File: config.mk
export PLATFORM = sky130hd
export DESIGN_NAME = mem_access_unit_flat
export DESIGN_NICKNAME = d
export VERILOG_FILES = /design/src/rtl/mem_access_unit_pkg.sv /design/src/rtl/mem_access_unit_if.sv /design/src/rtl/mem_access_unit_ext.sv /design/src/rtl/mem_access_unit.sv /design/src/flat_wrapper.sv
export SDC_FILE = /design/constraint.sdc
export NUM_CORES = 1
export LEC_CHECK = 0
export ABC_AREA = 1
export BUFFER_PORTS_ARGS = -buffer_cell sky130_fd_sc_hd__buf_4
export CORE_ASPECT_RATIO = 1.1
export CORE_UTILIZATION = 60
export CTS_CLUSTER_SIZE = 28
export DETAILED_ROUTE_END_ITERATION = 7
export GPL_ROUTABILITY_DRIVEN = 0
export PLACE_DENSITY = 0.85
export SLEW_MARGIN = 15
export SYNTH_ARGS = -nofsm -noshare
export SYNTH_HDL_FRONTEND = slang
export SYNTH_SLANG_ARGS = --single-unit
File: constraint.sdc
create_clock -name i_clk -period 5.42 [get_ports i_clk]
set_input_delay 1.084 -clock i_clk [delete_from_list [all_inputs] [get_ports i_clk]]
set_output_delay 1.084 -clock i_clk [all_outputs]
set_load 0.02 [all_outputs]
File: src/rtl/mem_access_unit_pkg.sv
// Shared types for the load/store sequencer: size codes, address regions
// and FSM state encodings.
package mem_access_pkg;

  typedef enum logic [1:0] {
    SZ_B = 2'd0,
    SZ_H = 2'd1,
    SZ_W = 2'd2,
    SZ_D = 2'd3
  } size_e;

  typedef enum logic [1:0] {
    RG_RAM = 2'd0,
    RG_LED = 2'd1,
    RG_SW  = 2'd2,
    RG_BAD = 2'd3
  } region_e;

  typedef enum logic [1:0] {
    ST_IDLE = 2'd0,
    ST_XFER = 2'd1,
    ST_DONE = 2'd2
  } state_e;

  // Number of byte cycles a request of the given size code needs.
  function automatic logic [3:0] bytes_of(input logic [1:0] sz);
    return 4'd1 << sz;
  endfunction

endpackage

File: src/rtl/mem_access_unit_if.sv
// Bundle of the pipeline-side request/response signals and the byte-wide
// memory-side port. The slave modport is the sequencer's view.
interface mem_access_unit_if #(parameter int ADDR_W = 64);

  logic              i_req;
  logic              i_memRd;
  logic              i_memWr;
  logic [1:0]        i_size;
  logic              i_signed;
  logic [ADDR_W-1:0] i_add;
  logic [63:0]       i_dataWr;
  logic              o_busy;
  logic              o_done;
  logic              o_fault;
  logic [63:0]       o_dataRd;
  logic [ADDR_W-1:0] o_mAdd;
  logic [7:0]        o_mDataWr;
  logic              o_mRd;
  logic              o_mWr;
  logic [7:0]        i_mDataRd;

  modport slave (
    input  i_req, i_memRd, i_memWr, i_size, i_signed, i_add, i_dataWr, i_mDataRd,
    output o_busy, o_done, o_fault, o_dataRd, o_mAdd, o_mDataWr, o_mRd, o_mWr
  );

  modport master (
    output i_req, i_memRd, i_memWr, i_size, i_signed, i_add, i_dataWr, i_mDataRd,
    input  o_busy, o_done, o_fault, o_dataRd, o_mAdd, o_mDataWr, o_mRd, o_mWr
  );

endinterface

File: src/rtl/mem_access_unit_ext.sv
// Combinational 64-bit sign/zero extender for assembled load data.
module mem_ext_unit
  import mem_access_pkg::*;
(
  input  logic [63:0] raw_i,
  input  logic [1:0]  size_i,
  input  logic        signed_i,
  output logic [63:0] ext_o
);

  // Replicate the top bit of the loaded quantity when signed, else pad with zeros.
  always_comb begin
    ext_o = raw_i;
    case (size_i)
      SZ_B:    ext_o = {{56{signed_i & raw_i[7]}},  raw_i[7:0]};
      SZ_H:    ext_o = {{48{signed_i & raw_i[15]}}, raw_i[15:0]};
      SZ_W:    ext_o = {{32{signed_i & raw_i[31]}}, raw_i[31:0]};
      default: ext_o = raw_i;
    endcase
  end

endmodule

File: src/rtl/mem_access_unit.sv
// Load/store sequencer between the MEM stage and a byte-wide memory/MMIO port.
// Each request is split into byte-serial cycles, loads are assembled
// little-endian and extended to 64 bits.
// Optional feature: define MEM_MISALIGN_TRAP_EN to fault unaligned RAM accesses.
module mem_access_unit
  import mem_access_pkg::*;
#(
  parameter int MEM_SIZE = 100,
  parameter int ADDR_W   = 64
) (
  input logic              i_clk,
  input logic              i_rst_n,
  mem_access_unit_if.slave bus
);

  state_e            state_q, state_d;
  logic [ADDR_W-1:0] addr_q, addr_d;
  logic [1:0]        size_q, size_d;
  logic              sgn_q, sgn_d;
  logic              rd_q, rd_d;
  logic              wr_q, wr_d;
  logic [63:0]       wdata_q, wdata_d;
  logic [3:0]        cnt_q, cnt_d;
  logic [3:0]        n_q, n_d;
  logic [63:0]       raw_q, raw_d;
  logic [63:0]       dataRd_q, dataRd_d;
  logic              fault_q, fault_d;

  region_e           region;
  logic              reqValid;
  logic [3:0]        reqN;
  logic [1:0]        reqSize;
  logic [ADDR_W-1:0] endAddr;
  logic              rangeBad;
  logic              misBad;
  logic              reqFault;
  logic              lastByte;
  logic              accept;
  logic [63:0]       extData;

  // Decode an incoming request: byte count, effective size and fault reasons.
  // MMIO regions are single-byte registers, so they always take one cycle.
  always_comb begin
    region   = region_e'(bus.i_add[17:16]);
    reqValid = bus.i_req & (bus.i_memRd | bus.i_memWr);
    if (region == RG_LED || region == RG_SW) begin
      reqN    = 4'd1;
      reqSize = SZ_B;
    end else begin
      reqN    = bytes_of(bus.i_size);
      reqSize = bus.i_size;
    end
    endAddr  = bus.i_add + ADDR_W'(reqN);
    rangeBad = (region == RG_RAM) && (endAddr > ADDR_W'(MEM_SIZE));
`ifdef MEM_MISALIGN_TRAP_EN
    misBad   = (region == RG_RAM) && ((bus.i_add[3:0] & (reqN - 4'd1)) != 4'd0);
`else
    misBad   = 1'b0;
`endif
    reqFault = (bus.i_memRd & bus.i_memWr) || (region == RG_BAD) || rangeBad ||
               (bus.i_memWr && region == RG_SW) || misBad;
    accept   = (state_q == ST_IDLE) && reqValid;
    lastByte = (cnt_q == n_q - 4'd1);
  end

  // State register; reset returns to IDLE immediately so strobes drop at once.
  always_ff @(posedge i_clk or negedge i_rst_n) begin
    if (!i_rst_n) state_q <= ST_IDLE;
    else          state_q <= state_d;
  end

  // Next-state logic: rejected requests skip straight to DONE.
  always_comb begin
    state_d = state_q;
    case (state_q)
      ST_IDLE: if (reqValid) state_d = reqFault ? ST_DONE : ST_XFER;
      ST_XFER: if (lastByte) state_d = ST_DONE;
      ST_DONE: state_d = ST_IDLE;
      default: state_d = ST_IDLE;
    endcase
  end

  // Outputs decoded from state; memory-side signals are zero outside XFER.
  always_comb begin
    bus.o_busy    = (state_q == ST_XFER);
    bus.o_done    = (state_q == ST_DONE);
    bus.o_mRd     = (state_q == ST_XFER) && rd_q;
    bus.o_mWr     = (state_q == ST_XFER) && wr_q;
    bus.o_mAdd    = '0;
    bus.o_mDataWr = 8'h00;
    if (state_q == ST_XFER) begin
      bus.o_mAdd = addr_q + ADDR_W'(cnt_q);
      if (wr_q) bus.o_mDataWr = wdata_q[{cnt_q[2:0], 3'b000} +: 8];
    end
    bus.o_fault  = fault_q;
    bus.o_dataRd = dataRd_q;
  end

  // Assembly buffer: cleared on accept, one byte lane filled per load cycle.
  always_comb begin
    raw_d = raw_q;
    if (accept) raw_d = '0;
    else if (state_q == ST_XFER && rd_q) raw_d[{cnt_q[2:0], 3'b000} +: 8] = bus.i_mDataRd;
  end

  mem_ext_unit u_ext (
    .raw_i    (raw_d),
    .size_i   (size_q),
    .signed_i (sgn_q),
    .ext_o    (extData)
  );

  // Request latch, byte counter and result registers.
  // The final load byte goes straight through the extender so the result is
  // ready in the DONE cycle.
  always_comb begin
    addr_d   = addr_q;
    size_d   = size_q;
    sgn_d    = sgn_q;
    rd_d     = rd_q;
    wr_d     = wr_q;
    wdata_d  = wdata_q;
    cnt_d    = cnt_q;
    n_d      = n_q;
    dataRd_d = dataRd_q;
    fault_d  = fault_q;
    if (accept) begin
      addr_d   = bus.i_add;
      size_d   = reqSize;
      sgn_d    = bus.i_signed;
      rd_d     = bus.i_memRd;
      wr_d     = bus.i_memWr;
      wdata_d  = bus.i_dataWr;
      cnt_d    = 4'd0;
      n_d      = reqN;
      dataRd_d = '0;
      fault_d  = reqFault;
    end else if (state_q == ST_XFER) begin
      cnt_d = cnt_q + 4'd1;
      if (lastByte && rd_q) dataRd_d = extData;
    end
  end

  // Datapath registers with asynchronous clear.
  always_ff @(posedge i_clk or negedge i_rst_n) begin
    if (!i_rst_n) begin
      addr_q   <= '0;
      size_q   <= 2'd0;
      sgn_q    <= 1'b0;
      rd_q     <= 1'b0;
      wr_q     <= 1'b0;
      wdata_q  <= '0;
      cnt_q    <= 4'd0;
      n_q      <= 4'd0;
      raw_q    <= '0;
      dataRd_q <= '0;
      fault_q  <= 1'b0;
    end else begin
      addr_q   <= addr_d;
      size_q   <= size_d;
      sgn_q    <= sgn_d;
      rd_q     <= rd_d;
      wr_q     <= wr_d;
      wdata_q  <= wdata_d;
      cnt_q    <= cnt_d;
      n_q      <= n_d;
      raw_q    <= raw_d;
      dataRd_q <= dataRd_d;
      fault_q  <= fault_d;
    end
  end

endmodule
File: src/flat_wrapper.sv
// flat-port wrapper written by rule: the top's interface ports become plain ports
module mem_access_unit_flat import mem_access_pkg::*;
#(
  parameter int MEM_SIZE = 100,
  parameter int ADDR_W   = 64
)
  (i_clk, i_rst_n, bus_i_req, bus_i_memRd, bus_i_memWr, bus_i_size, bus_i_signed, bus_i_add, bus_i_dataWr, bus_i_mDataRd, bus_o_busy, bus_o_done, bus_o_fault, bus_o_dataRd, bus_o_mAdd, bus_o_mDataWr, bus_o_mRd, bus_o_mWr);
  mem_access_unit_if #(.ADDR_W(ADDR_W)) bus_i ();
  input logic i_clk;
  input logic i_rst_n;
  input wire logic [$bits(bus_i.i_req)-1:0] bus_i_req;
  input wire logic [$bits(bus_i.i_memRd)-1:0] bus_i_memRd;
  input wire logic [$bits(bus_i.i_memWr)-1:0] bus_i_memWr;
  input wire logic [$bits(bus_i.i_size)-1:0] bus_i_size;
  input wire logic [$bits(bus_i.i_signed)-1:0] bus_i_signed;
  input wire logic [$bits(bus_i.i_add)-1:0] bus_i_add;
  input wire logic [$bits(bus_i.i_dataWr)-1:0] bus_i_dataWr;
  input wire logic [$bits(bus_i.i_mDataRd)-1:0] bus_i_mDataRd;
  output wire logic [$bits(bus_i.o_busy)-1:0] bus_o_busy;
  output wire logic [$bits(bus_i.o_done)-1:0] bus_o_done;
  output wire logic [$bits(bus_i.o_fault)-1:0] bus_o_fault;
  output wire logic [$bits(bus_i.o_dataRd)-1:0] bus_o_dataRd;
  output wire logic [$bits(bus_i.o_mAdd)-1:0] bus_o_mAdd;
  output wire logic [$bits(bus_i.o_mDataWr)-1:0] bus_o_mDataWr;
  output wire logic [$bits(bus_i.o_mRd)-1:0] bus_o_mRd;
  output wire logic [$bits(bus_i.o_mWr)-1:0] bus_o_mWr;
  assign bus_i.i_req = bus_i_req;
  assign bus_i.i_memRd = bus_i_memRd;
  assign bus_i.i_memWr = bus_i_memWr;
  assign bus_i.i_size = bus_i_size;
  assign bus_i.i_signed = bus_i_signed;
  assign bus_i.i_add = bus_i_add;
  assign bus_i.i_dataWr = bus_i_dataWr;
  assign bus_i.i_mDataRd = bus_i_mDataRd;
  assign bus_o_busy = bus_i.o_busy;
  assign bus_o_done = bus_i.o_done;
  assign bus_o_fault = bus_i.o_fault;
  assign bus_o_dataRd = bus_i.o_dataRd;
  assign bus_o_mAdd = bus_i.o_mAdd;
  assign bus_o_mDataWr = bus_i.o_mDataWr;
  assign bus_o_mRd = bus_i.o_mRd;
  assign bus_o_mWr = bus_i.o_mWr;
  mem_access_unit #(.MEM_SIZE(MEM_SIZE), .ADDR_W(ADDR_W)) u_core (.i_clk(i_clk), .i_rst_n(i_rst_n), .bus(bus_i));
endmodule
==> results.txt <==
- For this run, the register share of the synthesized area comes to 0.424.
- The worst path needs between 4000 and 5000 ps of the cycle, external delays included.
* HPWL reported at the end of detailed placement: approximately 38 mm
- Post-CTS setup buffer count: 0
- Period Utilization, post-route: 0.871
* End point of the most critical hold path: u_core.wdata_q[50]$_DFFE_PN0P_
* Aggregate global-route resource usage: 0.374
- The internal portion of the total power is 4.97 mW.
- The endpoint identified for the worst register-to-register timing path is u_core.bus.o_dataRd[42]$_DFFE_PN0P_.
* Total wire length: 50.9 mm
- The analysis attributes to cell leakage a power of 9.72 nW.
- The clock passes through at most 3 buffers.
- The biggest area contributor in the post-synthesis netlist is sky130_fd_sc_hd__dfrtp_1.
- The total overflow left after global routing is 0.
- DR pass1 iterations: 7
- Of the post-synthesis cell area, the dominant cell type holds 0.424.
- Starting density of the core: 0.612
- Fill cell total of the finished layout: between 2k and 2.5k
* Most frequent cells after synthesis: 711 x sky130_fd_sc_hd__nand2_1, 282 x sky130_fd_sc_hd__o21ai_0, 272 x sky130_fd_sc_hd__dfrtp_1, 269 x sky130_fd_sc_hd__nor2_1, 253 x sky130_fd_sc_hd__inv_1
* Master cell of the clock root buffer: sky130_fd_sc_hd__clkbuf_16
* Number of routed nets with antenna violations: 0
- For this design the total switching power over the nets is between 3 and 4 mW.
* Number of max-cap violations: 0
- Clock transition at path regs: ~70 ps
- Dividing the detail-routed wire length by the instance count gives about 17 µm.
* Number of global-route vias before repair: ~16k
* Worst Path Arrival: ~3600 ps
* Number of nets in the finished design: about 2.7k
- The slowest stage of the critical path belongs to the cell sky130_fd_sc_hd__dfrtp_1.
* Combinational power share: 0.398
- Using the TritonRoute via totals, the vias-per-cell ratio works out to 5.82.
* Yosys cell types: 49
- The die is approximately 170 µm tall.
- The setup path with the least slack is of type flip-flop to primary output.
* Outcome: complete, no violations
- Finished Core Util: 0.737
- Skew-Pair Late Insertion Delay: 530 ps
* Routed via count: around 17k
- Measured along the x axis, the die boundary spans approximately 160 µm.
* Number of DRC violations after detailed-routing iteration 0: 1,500
* Headroom to the max-slew limit: 0.297
* Req. time, crit path: roughly 4300 ps
* Critical Path Max Stage Delay: just under 700 ps
- The critical path goes through fa_1, nand3_1, nand2_1, nand3_2, nor2_1, inv_1, nor3_1, inv_1, nor4b_1, nand2_1, a21oi_1, buf_4.
* Total power consumption of the routed design: about 8.6 mW
- For the pin with the worst max-slew slack, the measured transition is around 1100 ps.
- Number of buffers inserted by hold repair at cts: 0
- After synthesis, the cell types taking the most area are sky130_fd_sc_hd__dfrtp_1 42%, sky130_fd_sc_hd__nand2_1 17%, sky130_fd_sc_hd__o21ai_0 8.8%, sky130_fd_sc_hd__nor2_1 6.3%, sky130_fd_sc_hd__inv_1 5.9%.
* Number of gates given a new drive strength after cts: 0
* Sequential Power Share: 0.375
* Hold WS: roughly 480 ps
- From synthesis to final layout, the design area changed by 20.4%.
- R2R setup slack: ~1500 ps
- Between clock sinks in the finished design, the worst skew comes to between 10 and 15 ps.
- Setup repair after global routing missed its margin: no
* Post-synthesis cell count: 2,346
- Setup violations remaining at the end of the flow were counted as 0.
- Number of antenna violations at the first check in global routing: 0
- After synthesis, the share of flip-flops with an asynchronous set or reset is 1.00.
- Averaged over all synthesized cells, the footprint is around 6.8 µm².
- Input and output buffers added on the ports amount to 284.
* Cell depth of the worst flop-to-flop path: 16
* Synth Flop Type: sky130_fd_sc_hd__dfrtp_1
* Part of the total power dissipated in the clock network: 0.227
- Counting flops with a built-in enable in the synthesized netlist gives 0.
- DRC: 0
- Type of origin of the critical path: flip-flop
- Count of cells along the worst hold path: 2
- Synth warnings: 0
- ~290 I/O pins were placed.
- After synthesis the netlist holds a flip-flop and latch count of 272.
- Diodes inserted: 0
* Area of the core: between 20,000 and 30,000 µm²
* Layout cell share with drive strength beyond 1: 0.147
* Number of buffers created by CTS: 27
- The first global-routing pass estimated around 80 mm of wire.
- Final count of hold timing violations: 0
* Maximum number of pins on one net before global-route repair: roughly 130
- Setup total negative slack on the finished layout was measured at 0 ps.
- The floorplan step defined a die boundary enclosing 27,400 µm².
- Hold wc startpoint: u_core.wdata_q[50]$_DFFE_PN0P_
* Cell area after technology mapping: 16,000 µm²
- The min-delay analysis places its worst path in the category flip-flop to flip-flop.
* Top fanout value on the critical path: 14
- Worst supply voltage drop on vdd: around 0.26 mV
- Switching Share: 0.423
- Leaving out filler cells and counting taps, the final layout contains 2,957.
- After detailed placement, the design holds a cell count of slightly below 3k.
* Power Dens Cells: around 450 nW/µm²
- Row generation in the floorplan step produced between 60 and 70 rows.
- TritonCTS built the clock tree.
* Critical Path End Type: primary output
- The number of pins with negative max-slew slack in the final report was 0.
* Maximum level of the CTS H-tree: 1
- Most frequently used cell type in the post-synthesis netlist: sky130_fd_sc_hd__nand2_1
- Based on the critical path, the design can be clocked at up to approximately 210 MHz.
* R2r startpoint: u_core.cnt_q[1]$_DFFE_PN0P_
- The clock net in this run drives a total of around 270 sinks.
- Counting every net in the synthesized netlist gives around 2.5k.
[worst max-delay path: cells and delay by family, from the launching register on]
family | cells | cell delay, ps
adders and majority gates | 1 | 320
DFF | 1 | 680
buffers and inverters | 3 | 370
and+or+nand+nor | 7 | 1460
AOI/OAI and AO/OA | 1 | 260
[final cells by class]
type,instances,area [µm²],share of cell area
Inverter,260,976,0.0505
Sequential cell,272,6810,0.352
Multi-Input combinational cell,1731,7940,0.411
Timing Repair Buffer,295,2230,0.116
Clock inverter,11,155,0.00803
Clock buffer,36,769,0.0398
Tap cell,352,440,0.0228
[state kept, by name (all words and copies together) (netlist names), 2 cells and up]
register,cells
u_core.bus.o_dataRd,64
u_core.size_q,2
u_core.raw_q,64
u_core.state_q,2
u_core.wdata_q,64
u_core.cnt_q,4
u_core.n_q,4
u_core.addr_q,64
[cells in the final DEF (no fill, tap or decap), drive strengths merged, types with 2 or more instances in the layout]
| cell type | netlist | routed |
|---|---|---|
| bufinv | 0 | 4 |
| o22ai | 8 | 8 |
| nand2 | 720 | 720 |
| inv | 259 | 259 |
| nor3b | 2 | 2 |
| nor3 | 65 | 65 |
| ha | 15 | 15 |
| a31oi | 11 | 11 |
| or2 | 2 | 2 |
| nand3 | 102 | 102 |
| a211oi | 4 | 4 |
| o21a | 4 | 4 |
| dfrtp | 272 | 272 |
| clkbuf | 74 | 36 |
| xor2 | 17 | 17 |
| o21ai | 308 | 308 |
| and2 | 2 | 2 |
| nor4 | 16 | 16 |
| clkinv | 1 | 8 |
| buf | 9 | 295 |
| xnor2 | 3 | 3 |
| nor2 | 283 | 283 |
| fa | 2 | 2 |
| nand4 | 30 | 30 |
| a21oi | 126 | 126 |
| nand3b | 2 | 2 |
[metal layers]
metal  wire length (µm)  track usage
met5                  0            0
met1              19400        0.495
met4               3030        0.203
met2              23200        0.592
met3               5290       0.0508
[kinds of logic (layout without fill, tap and decap cells)]
logic type | Yosys count | in the layout | share of synthesized area
simple gates | 1227 | 1227 | 0.319
compound gates | 467 | 467 | 0.151
buf+inv | 343 | 602 | 0.0812
flops | 272 | 272 | 0.424
xor+xnor | 20 | 20 | 0.0109
fa+ha+maj | 17 | 17 | 0.0142
[per-stage QoR]
step | worst slack (ps) | instance area, µm²
after global placement | 1050 | 18400
final | 698 | 19300
after floorplan | 1650 | 16000
after CTS | 736 | 19300
after detailed placement | 871 | 18400
after global routing | 409 | 19300
[worst max path at each step]
stage / cells after the start / from / to / slack (ps)
final: 12 / u_core.cnt_q[1]$_DFFE_PN0P_ / bus_o_mAdd[42] / 700
after global routing: 13 / u_core.cnt_q[1]$_DFFE_PN0P_ / bus_o_mAdd[37] / 410
after CTS: 12 / u_core.cnt_q[1]$_DFFE_PN0P_ / bus_o_mAdd[42] / 740
after detailed placement: 24 / bus_i_add[16] / u_core.state_q[1]$_DFFE_PN0P_ / 870
after global placement: 24 / bus_i_add[16] / u_core.state_q[1]$_DFFE_PN0P_ / 1050
after floorplan: 23 / bus_i_add[16] / u_core.state_q[1]$_DFFE_PN0P_ / 1650
[power by group through the flow]
stage,combinational [mW],clock (mW),sequential [mW]
after global placement,3.25,0,3.19
after detailed placement,3.34,0,3.22
after CTS,3.37,1.97,3.20
final,3.42,1.95,3.23
after floorplan,2.20,0,3.09
after global routing,3.77,2.05,3.29
(Power assumes the default switching activity.)
